--- config.mk ---
export PLATFORM = sky130hd
export DESIGN_NAME = fetch_ctrl
export DESIGN_NICKNAME = d
export VERILOG_FILES = /design/src/rtl/fetch_ctrl_pkg.sv /design/src/rtl/fetch_ctrl_npc_sel.sv /design/src/rtl/fetch_ctrl.sv
export SDC_FILE = /design/constraint.sdc
export NUM_CORES = 1
export LEC_CHECK = 0
export BUFFER_PORTS_ARGS = -buffer_cell sky130_fd_sc_hd__buf_2
export CORE_ASPECT_RATIO = 2
export CORE_MARGIN = 8
export CORE_UTILIZATION = 45
export CTS_CLUSTER_DIAMETER = 80
export DETAILED_ROUTE_END_ITERATION = 8
export GPL_TIMING_DRIVEN = 0
export PLACE_DENSITY = 0.78
export SKIP_CTS_REPAIR_TIMING = 1
export SLEW_MARGIN = 40
export SYNTH_ARGS = -nofsm -noshare
export SYNTH_HDL_FRONTEND = slang
export SYNTH_SLANG_ARGS = --single-unit
--- constraint.sdc ---
create_clock -name clk -period 4.72 [get_ports clk]
set_clock_uncertainty 0.2 [all_clocks]
set_input_delay 0.944 -clock clk [delete_from_list [all_inputs] [get_ports clk]]
set_output_delay 0.944 -clock clk [all_outputs]
set_load 0.02 [all_outputs]
--- src/rtl/fetch_ctrl_pkg.sv ---
// Shared definitions for the instruction fetch controller: FSM encodings,
// default vectors, enable levels and the word-alignment helper.
package fetch_ctrl_pkg;

  typedef enum logic [1:0] {
    S_IDLE = 2'd0,
    S_RUN  = 2'd1,
    S_HOLD = 2'd2
  } state_t;

  localparam logic [31:0] RESET_PC_DEF   = 32'h0000_0000;
  localparam logic [31:0] EXC_VECTOR_DEF = 32'h0000_0050;
  localparam logic        RomEnable      = 1'b1;
  localparam logic        RomDisable     = 1'b0;
  localparam logic [31:0] Zero           = 32'h0000_0000;

  function automatic logic [31:0] align_word(input logic [31:0] addr);
    return {addr[31:2], 2'b00};
  endfunction

endpackage

--- src/rtl/fetch_ctrl_npc_sel.sv ---
// Next-PC selection: fixed-priority redirect mux with word alignment,
// falling back to the sequential pc+4.
module npc_sel
  import fetch_ctrl_pkg::*;
#(
  parameter logic [31:0] EXC_VECTOR = EXC_VECTOR_DEF
) (
  input  logic [31:0] pc,
  input  logic        except_en,
  input  logic        eret_en,
  input  logic [31:0] epc,
  input  logic        jump_en,
  input  logic [31:0] jump_addr,
  input  logic        branch_en,
  input  logic [31:0] branch_addr,
  output logic        redirect,
  output logic [31:0] next_pc
);

  always_comb begin
    redirect = 1'b1;
    next_pc  = pc + 32'd4;
    if (except_en) begin
      next_pc = align_word(EXC_VECTOR);
    end else if (eret_en) begin
      next_pc = align_word(epc);
    end else if (jump_en) begin
      next_pc = align_word(jump_addr);
    end else if (branch_en) begin
      next_pc = align_word(branch_addr);
    end else begin
      redirect = 1'b0;
    end
  end

endmodule

--- src/rtl/fetch_ctrl.sv ---
// Instruction fetch controller: PC register, one-cycle fetch into an output
// register with decode handshake, redirect/flush and stall handling.
module fetch_ctrl
  import fetch_ctrl_pkg::*;
#(
  parameter logic [31:0] RESET_PC   = RESET_PC_DEF,
  parameter logic [31:0] EXC_VECTOR = EXC_VECTOR_DEF
) (
  input  logic        clk,
  input  logic        rst,
  input  logic        stall,
  input  logic        except_en,
  input  logic        eret_en,
  input  logic [31:0] epc,
  input  logic        jump_en,
  input  logic [31:0] jump_addr,
  input  logic        branch_en,
  input  logic [31:0] branch_addr,
  output logic        rom_ce,
  output logic [31:0] rom_addr,
  input  logic [31:0] rom_data,
  output logic [31:0] inst,
  output logic [31:0] inst_pc,
  output logic        inst_valid,
  input  logic        inst_ready
);

  state_t      state_reg, state_next;
  logic [31:0] pc_reg;
  logic [31:0] npc;
  logic        redirect_req;
  logic        redirect;
  logic        capture;
  logic        hold_cond;

  npc_sel #(.EXC_VECTOR(EXC_VECTOR)) u_npc_sel (
    .pc          (pc_reg),
    .except_en   (except_en),
    .eret_en     (eret_en),
    .epc         (epc),
    .jump_en     (jump_en),
    .jump_addr   (jump_addr),
    .branch_en   (branch_en),
    .branch_addr (branch_addr),
    .redirect    (redirect_req),
    .next_pc     (npc)
  );

  // Redirects are meaningless before the first fetch, so IDLE masks them.
  assign redirect  = redirect_req && (state_reg != S_IDLE);
  assign hold_cond = stall || (inst_valid && !inst_ready);
  assign rom_addr  = pc_reg;

  always_comb begin
    state_next = state_reg;
    capture    = 1'b0;
    rom_ce     = RomDisable;
    case (state_reg)
      S_IDLE: state_next = S_RUN;
      S_RUN: begin
        rom_ce  = RomEnable;
        capture = !stall && (!inst_valid || inst_ready);
        if (!redirect && hold_cond) state_next = S_HOLD;
      end
      S_HOLD: begin
        rom_ce = RomEnable;
        if (redirect || !hold_cond) state_next = S_RUN;
      end
      default: state_next = S_IDLE;
    endcase
  end

  always_ff @(posedge clk) begin
    if (!rst) begin
      state_reg  <= S_IDLE;
      pc_reg     <= RESET_PC;
      inst       <= Zero;
      inst_pc    <= Zero;
      inst_valid <= 1'b0;
    end else begin
      state_reg <= state_next;
      if (redirect) begin
        // Flush: whatever was fetched from the old stream is dropped.
        pc_reg     <= npc;
        inst_valid <= 1'b0;
      end else if (capture) begin
        inst       <= rom_data;
        inst_pc    <= pc_reg;
        inst_valid <= 1'b1;
        pc_reg     <= npc;
      end else if (inst_ready) begin
        inst_valid <= 1'b0;
      end
    end
  end

endmodule

After elaboration in Yosys (flattened, before gate mapping)

Index checks and enable logic that the tools add are counted.

Bits in registers: 99
Output and inout bits: 98
Input bits: 136
Word-level logic and storage cells: 49

Reductions and logical operators: 20
Multiplexer cells: 17
Equality and inequality tests: 4
Bitwise gates (word level): 2
Add/subtract/negate cells: 1

Operators by type and width:

| operator                | number |
|---|---|
| $mux W32                | 6 |
| $add A32 B3 Y32 const B | 1 |
| $mux W1                 | 8 |
| $pmux W2 S3             | 1 |
| $reduce_bool A2 Y1      | 3 |
| $logic_not A1 Y1        | 5 |
| $logic_and A1 B1 Y1     | 4 |
| $mux W2                 | 2 |
| $ne A2 B2 Y1 const B    | 2 |
| $reduce_and A2 Y1       | 2 |
| $reduce_or A2 Y1        | 2 |
| $logic_or A1 B1 Y1      | 3 |
| $eq A2 B1 Y1 const B    | 1 |
| $eq A2 B2 Y1 const B    | 1 |
| $logic_not A2 Y1        | 1 |
| $not A1 Y1              | 2 |

Depth between registers and ports, before layout

Gate-level depths: netlist of run 1.

Depth after elaboration: 9
Gate-level depth with buffers: 9
Mapped depth without buffers: 7

Modules after synthesis

From an unflattened synthesis of run 1, not the netlist that was laid out.

Cells, all modules: 664
Area, all modules: 5223.8 um2

Modules (own cells, without submodules):

| module     | area each (um2) | seq. area each (um2) | instances | cells an instance |
|---|---|---|---|---|
| fetch_ctrl | 3726.1          | 1981.9               | 1         | 450 |
| npc_sel    | 1497.7          | 0.0                  | 1         | 214 |

Least setup slack after synthesis of run 1

Ideal clock, no wire load.

Path type: in2reg
Start point: input port branch_en
End point: register pc_reg[29], in the netlist rom_addr[29]
Stages: 7
Required time: 4428 ps
Buffers on the path: 3
Path slack: 2036 ps
Library setup time: 92 ps
Data arrival time: 2392 ps
Path through: buf_2 -> nor4_2 -> o22a_1 -> buf_2 -> buf_2 -> a22oi_1 -> nor4_1

Cells in the longest elaborated chain, start to end: 6
Elaborated cells between the ends (all ways): 12
Those cells by class: mux: 10; reduce/logical: 2

RTL lines:

| item                                            | line                               | source |
|---|---|---|
| start: declaration                              | fetch_ctrl.sv:17                   | `input logic branch_en,` |
| $mux W32 or $mux W1 (tied branches)             | fetch_ctrl_npc_sel.sv:29           | `end else if (branch_en) begin` |
| $mux W32 or $mux W1 (tied branches)             | fetch_ctrl_npc_sel.sv:27           | `end else if (jump_en) begin` |
| $mux W32 or $mux W1 (tied branches)             | fetch_ctrl_npc_sel.sv:25           | `end else if (eret_en) begin` |
| $mux W32 or $mux W1 (tied branches)             | fetch_ctrl_npc_sel.sv:23           | `if (except_en) begin` |
| $mux W32 or $logic_and A1 B1 Y1 (tied branches) | fetch_ctrl.sv:86, fetch_ctrl.sv:50 |  |
| $mux W32 or $reduce_bool A2 Y1 (tied branches)  | --                                 |  |
| end signal: assignment                          | fetch_ctrl.sv:84                   | `pc_reg <= npc;` |
| end signal: assignment                          | fetch_ctrl.sv:90                   | `pc_reg <= npc;` |
| end: declaration                                | fetch_ctrl.sv:29                   | `logic [31:0] pc_reg;` |

Several ways; a longest one is shown, not always the timed one. The select of a mux whose other input is x is not followed.
A chain may end at the register's enable or synchronous reset.

Worst setup path after layout of run 1

Start point: input port eret_en
End point: register pc_reg[14], in the netlist rom_addr[14]

Cells in the longest elaborated chain, start to end: 4
Elaborated cells between the ends (all ways): 8
Those cells by class: mux: 6; reduce/logical: 2

RTL lines:

| item                                            | line                               | source |
|---|---|---|
| start: declaration                              | fetch_ctrl.sv:13                   | `input logic eret_en,` |
| $mux W32 or $mux W1 (tied branches)             | fetch_ctrl_npc_sel.sv:25           |  |
| $mux W32 or $mux W1 (tied branches)             | fetch_ctrl_npc_sel.sv:23           |  |
| $mux W32 or $logic_and A1 B1 Y1 (tied branches) | fetch_ctrl.sv:86, fetch_ctrl.sv:50 |  |
| $mux W32 or $reduce_bool A2 Y1 (tied branches)  | --                                 |  |

Several ways; a longest one is shown, not always the timed one. The select of a mux whose other input is x is not followed.

==> results of run 1 <==
## cells in the final DEF (no fill, tap or decap), drive strengths merged, types with 16 or more instances in the layout
| cell | count |
|---|---|
| o22ai | 26 |
| buf | 234 |
| a21oi | 86 |
| nand3 | 22 |
| o21ai | 29 |
| nor3 | 16 |
| dfxtp | 95 |
| nor2 | 23 |
| nand2 | 162 |
| clkbuf | 53 |
## synth_stat cells (7+ instances only)
cell        n  area [um^2]
nand2_1   162          608
o211ai_1    7         52.6
nand3_1    21          105
nor2_1     23         86.3
nor3_1     16         80.1
and4_1      7         61.3
o31ai_1     8         60.1
a21oi_1    86          430
o22ai_1    26          163
buf_2       8         40.0
clkbuf_1   41          154
inv_1      13         48.8
o21ai_0    28          140
dfxtp_1    95         1900
## power by group
part / switching, mW / total [mW] / internal [mW]
clock: 0.318 / 0.744 / 0.426
sequential: 0.130 / 1.05 / 0.916
combinational: 0.653 / 0.976 / 0.323
total: 1.10 / 2.77 / 1.66
## final timing paths
path                                           startpoint                        end  cells after the start
worst max-delay path                              eret_en  rom_addr[14]$_SDFFE_PN0P_                      6
worst min-delay path                 inst[5]$_SDFFE_PN0P_       inst[5]$_SDFFE_PN0P_                      2
worst max register to register  state_reg[0]$_SDFFE_PN0P_  rom_addr[14]$_SDFFE_PN0P_                      9
worst min register to register       inst[5]$_SDFFE_PN0P_       inst[5]$_SDFFE_PN0P_                      2
## per-layer routing
layer,vias to the layer above,global-route usage,wire (um)
met5,-,0,0
met4,0,0.0915,474
met3,37,0.0761,2280
met2,356,0.406,8900
met1,2590,0.300,7240
li1,2806,-,-
## layout make-up
cell class / count / area (um^2) / area share
multi-input cells: 495 / 2700 / 0.417
flip-flops and latches: 95 / 1900 / 0.294
repair buffers: 221 / 1110 / 0.171
clock buffers: 11 / 243 / 0.0375
plain buffers: 55 / 233 / 0.0360
well taps: 140 / 175 / 0.0271
clock inverters: 5 / 57.6 / 0.00890
inverters: 14 / 52.6 / 0.00813
## metrics by stage
stage	std cells	cell area (um^2)	power, mW	utilization	hold slack (ns)
floorplan	659	4880	1.65	-	0.287
global route	1036	6470	2.91	0.602	0.265
CTS	1036	6460	2.76	0.602	0.253
finish	1036	6470	2.77	0.602	0.252
detailed placement	1020	6160	2.02	0.574	0.243
global placement	1020	6160	2.00	0.573	0.239
## cell families after synthesis
group / count (synthesis)
and+or+nand+nor: 267
AOI/OAI and AO/OA: 208
DFF: 95
buffers and inverters: 69
muxes: 7
xor gates and xnor gates: 5
adders and majority gates: 4
other: 1
## tightest hold or removal path, cell delays in order (launching register included)
cell and delay [ns]:
dfxtp_1 0.31, nand2_1 0.05, a21oi_1 0.05
==> metrics.md, run 1 <==
| Metric | Value |
|---|---|
| WP buf/inv | `3` |
| Die Area | `~15000 um^2` |
| CTS Buffer Depth | `2` |
| Vias per std cell | `between 5 and 6` |
| Cell variety after synth | `62` |
| Worst Hold Class | `reg -> reg` |
| Core area | `approximately 11000 um^2` |
| Clock root buffer | `clkbuf_16` |
| PD cells | `between 400 and 500 nW/um^2` |
| Starting Density | `0.453` |
| Worst setup EP type | `flip-flop` |
| Grt ovf | `0` |
| Post-synth EDFFs | `0` |
| CP Max Fanout | `10` |
| Sequential fraction of the synthesis area | `0.391` |
| Synth Area in XOR/XNOR | `0.00900` |
| Pre-antenna DRT Iters | `5` |
| #FFs+latches synth | `95` |
| CP dominant cell by count | `clkbuf_1` |
| Post-Synth Adder-Cell Area | `0.0103` |
| Fmax | `between 300 and 400 MHz` |
| Top delay family on crit path | `buffers and inverters` |
| Slowest stage cell, crit path | `clkbuf_1` |
| Setup TNS | `0 ns` |
| R2r setup slk | `around 2.0 ns` |
| Outcome | `complete, no violations` |
| Simple-Gate Fraction of Synth Area | `0.252` |
| WS Path Type | `in -> reg` |
| HPWL Detailed | `around 15000 um` |
| Final ANT Viol Nets | `0` |
| Static Leak | `roughly 2.8 nW` |
| Cell chain of the critical path | `clkbuf_1 > inv_1 > clkbuf_1 > nand3_1 > o311ai_0 > o21ai_0` |
| # fillers | `1018` |
| DRC | `0` |
| IO Count | `around 230` |
| Antenna violations before repair | `0` |
| CP peak stage delay | `~0.52 ns` |
| Slew HR | `0.530` |
| Primary FF master, synth | `dfxtp_1` |
| Max reg flops | `32` |
| Largest family of logic cells by synthesized area | `compound AO/OA/AOI/OAI gates` |
| Ant diodes | `0` |
| Port Buf Inserts | `221` |
| Worst skew pair latency | `between 0.3 and 0.4 ns` |
| Final WL | `18900 um` |
| Wirelength per Cell | `about 18 um` |
| TritonCTS Buffers | `9` |
| Reg clk slew, reported paths | `about 0.07 ns` |
| Via count | `a little under 6k` |
| Most flops, register | `inst` |
| Peak VDD IR | `0.325 mV` |
| Chip height | `about 160 um` |
| Slew @ Worst Pin | `0.704 ns` |
| Mapped cell area | `between 4000 and 5000 um^2` |
| Area delta synth->final | `32.8%` |
| Nets | `about 1.0k` |
| Tmin final | `about 3.0 ns` |
| Complex-gate fraction of the synthesized area | `0.264` |
| Max Cap Violations | `0` |
| Tcrit/Tclk final | `0.635` |
| Cells after Synth | `between 600 and 700` |
| Gpl congestion | `between 0.9 and 1` |
| Vias in the first global route | `around 5.6k` |
| Worst Slack Setup Final | `1.72 ns` |
| Post-synthesis mux area share | `0.0146` |
| Setup-failing EPs final | `0` |
| Final Hold Fails | `0` |
| Clock sink count | `between 90 and 100` |
| Unrepaired setup endpoints after global routing | `false` |
| Synth warn | `0` |
| Crit path required time | `about 4.7 ns` |
| Startpoint types | `input pin` |
| Synth Area per Inst | `~7.4 um^2` |
| Count of pins over their slew limit | `0` |
| Largest net degree at the start of global routing | `16` |
| H-tree Lvls | `3` |
| CTS tree | `done` |
| Drt initial violations | `approximately 490` |
| First-pass GRT wire length | `28600 um` |
| WP data arrival | `~3.0 ns` |
| Rows | `between 50 and 60` |
| Pre-CTS WS | `around 1.4 ns` |
| Die X | `89.6 um` |
| Ratio of cells with drive above 1 in the final layout | `0.291` |
| Ys async rst share | `0` |
| GR Util All Layers | `0.251` |
No activity file was read; power rests on OpenSTA's default activity.
==> run 2: changes to the inputs <==
--- a/config.mk
+++ b/config.mk
@@ -5,14 +5,15 @@
 export SDC_FILE = /design/constraint.sdc
 export NUM_CORES = 1
 export LEC_CHECK = 0
+export ABC_AREA = 1
 export BUFFER_PORTS_ARGS = -buffer_cell sky130_fd_sc_hd__buf_2
 export CORE_ASPECT_RATIO = 2
 export CORE_MARGIN = 8
-export CORE_UTILIZATION = 45
+export CORE_UTILIZATION = 43
 export CTS_CLUSTER_DIAMETER = 80
 export DETAILED_ROUTE_END_ITERATION = 8
 export GPL_TIMING_DRIVEN = 0
-export PLACE_DENSITY = 0.78
+export PLACE_DENSITY = 0.77
 export SKIP_CTS_REPAIR_TIMING = 1
 export SLEW_MARGIN = 40
 export SYNTH_ARGS = -nofsm -noshare
==> constraint.sdc (replaced) <==
create_clock -name clk -period 2.75 [get_ports clk]
set_clock_uncertainty 0.2 [all_clocks]
set_input_delay 0.55 -clock clk [delete_from_list [all_inputs] [get_ports clk]]
set_output_delay 0.55 -clock clk [all_outputs]
set_load 0.02 [all_outputs]
==> run 2 against run 1 <==
  * Largest cell class unchanged
  * Die area grew 7.7%
  * Via count grew 3.8%
  * Critical path depth is the same
  * Global-route usage shrank 1.2 points
  * Largest power group is now combinational cells
  * Wire length grew 2.4%
  * Sequential share of layout area shrank 0.92 points
  * Hold slack lost 0.027 ns
  * Core utilization shrank 2.8 points
  * Final cell count grew 14%
  * Critical endpoint is now inst_pc[27]$_SDFFE_PN0P_
==> metrics.md, run 2 <==
| Metric | Value |
|---|---|
| Outcome | `complete, no violations` |
| Vias in the first global route | `about 6.1k` |
| Static Leak | `between 3 and 4 nW` |
| Antenna violations before repair | `1` |
| Simple-Gate Fraction of Synth Area | `0.350` |
| Fmax | `around 500 MHz` |
| Sequential fraction of the synthesis area | `0.375` |
| Post-synth top area share | `0.375` |
| Met1 usage | `0.233` |
| Gr busiest metal | `met2` |
| Pre-antenna DRT Iters | `5` |
| Reg2reg start | `state_reg[1]$_SDFFE_PN0P_` |
| Count of pins over their slew limit | `0` |
| Final WL | `19300 um` |
| Worst Slack Setup Final | `0.695 ns` |
| Complex-gate fraction of the synthesized area | `0.175` |
| Unrepaired setup endpoints after global routing | `false` |
| Nets | `roughly 1.2k` |
| Slowest stage cell, crit path | `clkbuf_1` |
| Largest area contributor in the netlist | `dfxtp_1` |
| Startpoint types | `flip-flop` |
| Peak VDD IR | `0.495 mV` |
| Synth warn | `0` |
| Chip height | `around 170 um` |
| Ratio of cells with drive above 1 in the final layout | `0.273` |
| Die X | `92.8 um` |
| #FFs+latches synth | `between 90 and 100` |
| Synth Area in XOR/XNOR | `0.00691` |
| Worst skew pair latency | `~0.35 ns` |
| Reg clk slew, reported paths | `0.07 ns` |
| Cell chain of the critical path | `inv_1 > ha_1 > nand3_1 > nor2_4 > clkbuf_1 > a21oi_1` |
| Gpl congestion | `0.959` |
| Slew @ Worst Pin | `~0.66 ns` |
| Vias per std cell | `a little over 5` |
| Synth Area per Inst | `about 6.4 um^2` |
| Core area | `between 10000 and 15000 um^2` |
| Clock root buffer | `clkbuf_16` |
| Primary FF master, synth | `dfxtp_1` |
| Pre-CTS WS | `between 0.5 and 0.6 ns` |
| Worst setup EP type | `flip-flop` |
| # fillers | `roughly 1.2k` |
| Dpl cell area | `between 6000 and 7000 um^2` |
| Wirelength per Cell | `16.4 um` |
| Drt initial violations | `between 300 and 400` |
| Post-Synth Adder-Cell Area | `0.00987` |
| Dpl cells | `around 1.2k` |
| PnR Total Power | `roughly 5.3 mW` |
| Setup TNS | `0 ns` |
| Max reg flops | `32` |
| Worst Hold Class | `in -> reg` |
| CTS Buffer Depth | `2` |
| Via count | `6011` |
| Grt ovf | `0` |
| Largest net degree at the start of global routing | `16` |
| H-tree Lvls | `3` |
| Hold_sp | `rom_data[4]` |
| PD cells | `~800 nW/um^2` |
| WP buf/inv | `2` |
| DRC | `0` |
| Starting Density | `0.436` |
| Tmin final | `2.05 ns` |
| Setup-failing EPs final | `0` |
| Most flops, register | `inst` |
| Top delay family on crit path | `simple AND/OR/NAND/NOR gates` |
| Final Hold Fails | `0` |
| Slew HR | `0.561` |
| Commonest cells post-synth | `nand2_1, nor2_1, dfxtp_1, o21ai_0, nand3_1` |
| Routing usage on met2 | `0.424` |
| Crit. Startpoint | `state_reg[1]$_SDFFE_PN0P_` |
| First-pass GRT wire length | `29800 um` |
| Area delta synth->final | `31.7%` |
| Final ANT Viol Nets | `0` |
| Grt met3 use | `0.0771` |
| Hold Path Depth | `3` |
| WP data arrival | `2.07 ns` |
| Cells after Synth | `795` |
| GR Util All Layers | `0.239` |
| Clock sink count | `95` |
| Commonest non-fill, non-tap cells in the layout | `buf_2, nand2_1, nor2_1` |
| Port Buf Inserts | `approximately 220` |
| Most common cell after layout, fill and taps aside | `buf_2` |
| TritonCTS Buffers | `9` |
| Post-route insts no fill | `1182` |
| Register area | `roughly 1900 um^2` |
| Ys async rst share | `0` |
| Most frequent cell after synthesis | `nand2_1` |
| Die Area | `around 16000 um^2` |
| Synth area leaders | `dfxtp_1, nand2_1, nor2_1` |
| Mapped cell area | `slightly above 5000 um^2` |
| Cell variety after synth | `29` |
| R2R depth | `6` |
| HPWL Detailed | `roughly 16000 um` |
| CP Max Fanout | `10` |
| Rows | `56` |
| IO Count | `about 230` |
| CP peak stage delay | `0.44 ns` |
| Finished Cell Area | `6680 um^2` |
| Crit path required time | `about 2.8 ns` |
| Max Cap Violations | `0` |
| Tcrit/Tclk final | `0.747` |
| Largest family of logic cells by synthesized area | `simple AND/OR/NAND/NOR gates` |
| Critical Path Stages | `6` |
| Post-synthesis mux area share | `0` |
| Multi-input logic area | `roughly 2800 um^2` |
| WS Path Type | `reg -> reg` |
| CTS tree | `done` |
| Post-synth EDFFs | `0` |
[run 2: cell count changes after synthesis, sizes merged, moves of 16 or more]
cell,before,now
clkbuf,42,19
nand2,162,212
a21oi,86,50
nor2,23,169
o21ai,29,70
inv,14,54
nand3,22,51
nor3,16,0
[run 2: cell families after synthesis]
kind of cell,after synthesis
compound gates,159
flops,95
other cells,1
fa+ha+maj,4
simple gates,434
xor+xnor,4
buf+inv,98
[run 2: area by class of cell]
| cell class | count | area share |
|---|---|---|
| multi-input combinational | 605 | 0.413 |
| sequential | 95 | 0.285 |
| timing repair buffer | 223 | 0.167 |
| clock buffer | 10 | 0.0358 |
| buffer | 44 | 0.0324 |
| inverter | 54 | 0.0304 |
| tap | 145 | 0.0272 |
| clock inverter | 5 | 0.00843 |
| antenna | 1 | 0.000375 |
[run 2: stage by stage]
stage / util / hold WS, ns
2_1_floorplan: - / 0.282
3_3_place_gp: 0.548 / 0.285
3_5_place_dp: 0.548 / 0.295
4_1_cts: 0.574 / 0.222
5_1_grt: 0.574 / 0.226
6_report: 0.574 / 0.225
[run 2: worst reg2reg max path, delay by kind of cell (launching register included)]
family | cells | cell delay [ns]
simple gates | 2 | 0.54
compound gates | 1 | 0.15
fa+ha+maj | 1 | 0.18
flops | 1 | 0.34
buf+inv | 2 | 0.52
[run 2: per-layer routing]
metal / vias up / share of wire
met1: 2677 / 0.36
met2: 249 / 0.51
met3: 57 / 0.085
met4: 0 / 0.047
met5: - / 0
li1: 3028 / -
[run 2: worst paths after layout]
kind                               end  slack, ns
min               inst[4]$_SDFFE_PN0P_       0.22
max           inst_pc[27]$_SDFFE_PN0P_       0.70
max reg2reg   inst_pc[27]$_SDFFE_PN0P_       0.70
min reg2reg  state_reg[0]$_SDFFE_PN0P_       0.31
[run 2: report_power, final]
group / switching (mW) / leakage (nW) / internal, mW
logic: 1.40 / 2.40 / 0.697
clock network: 0.551 / 0.145 / 0.725
registers: 0.281 / 0.774 / 1.70
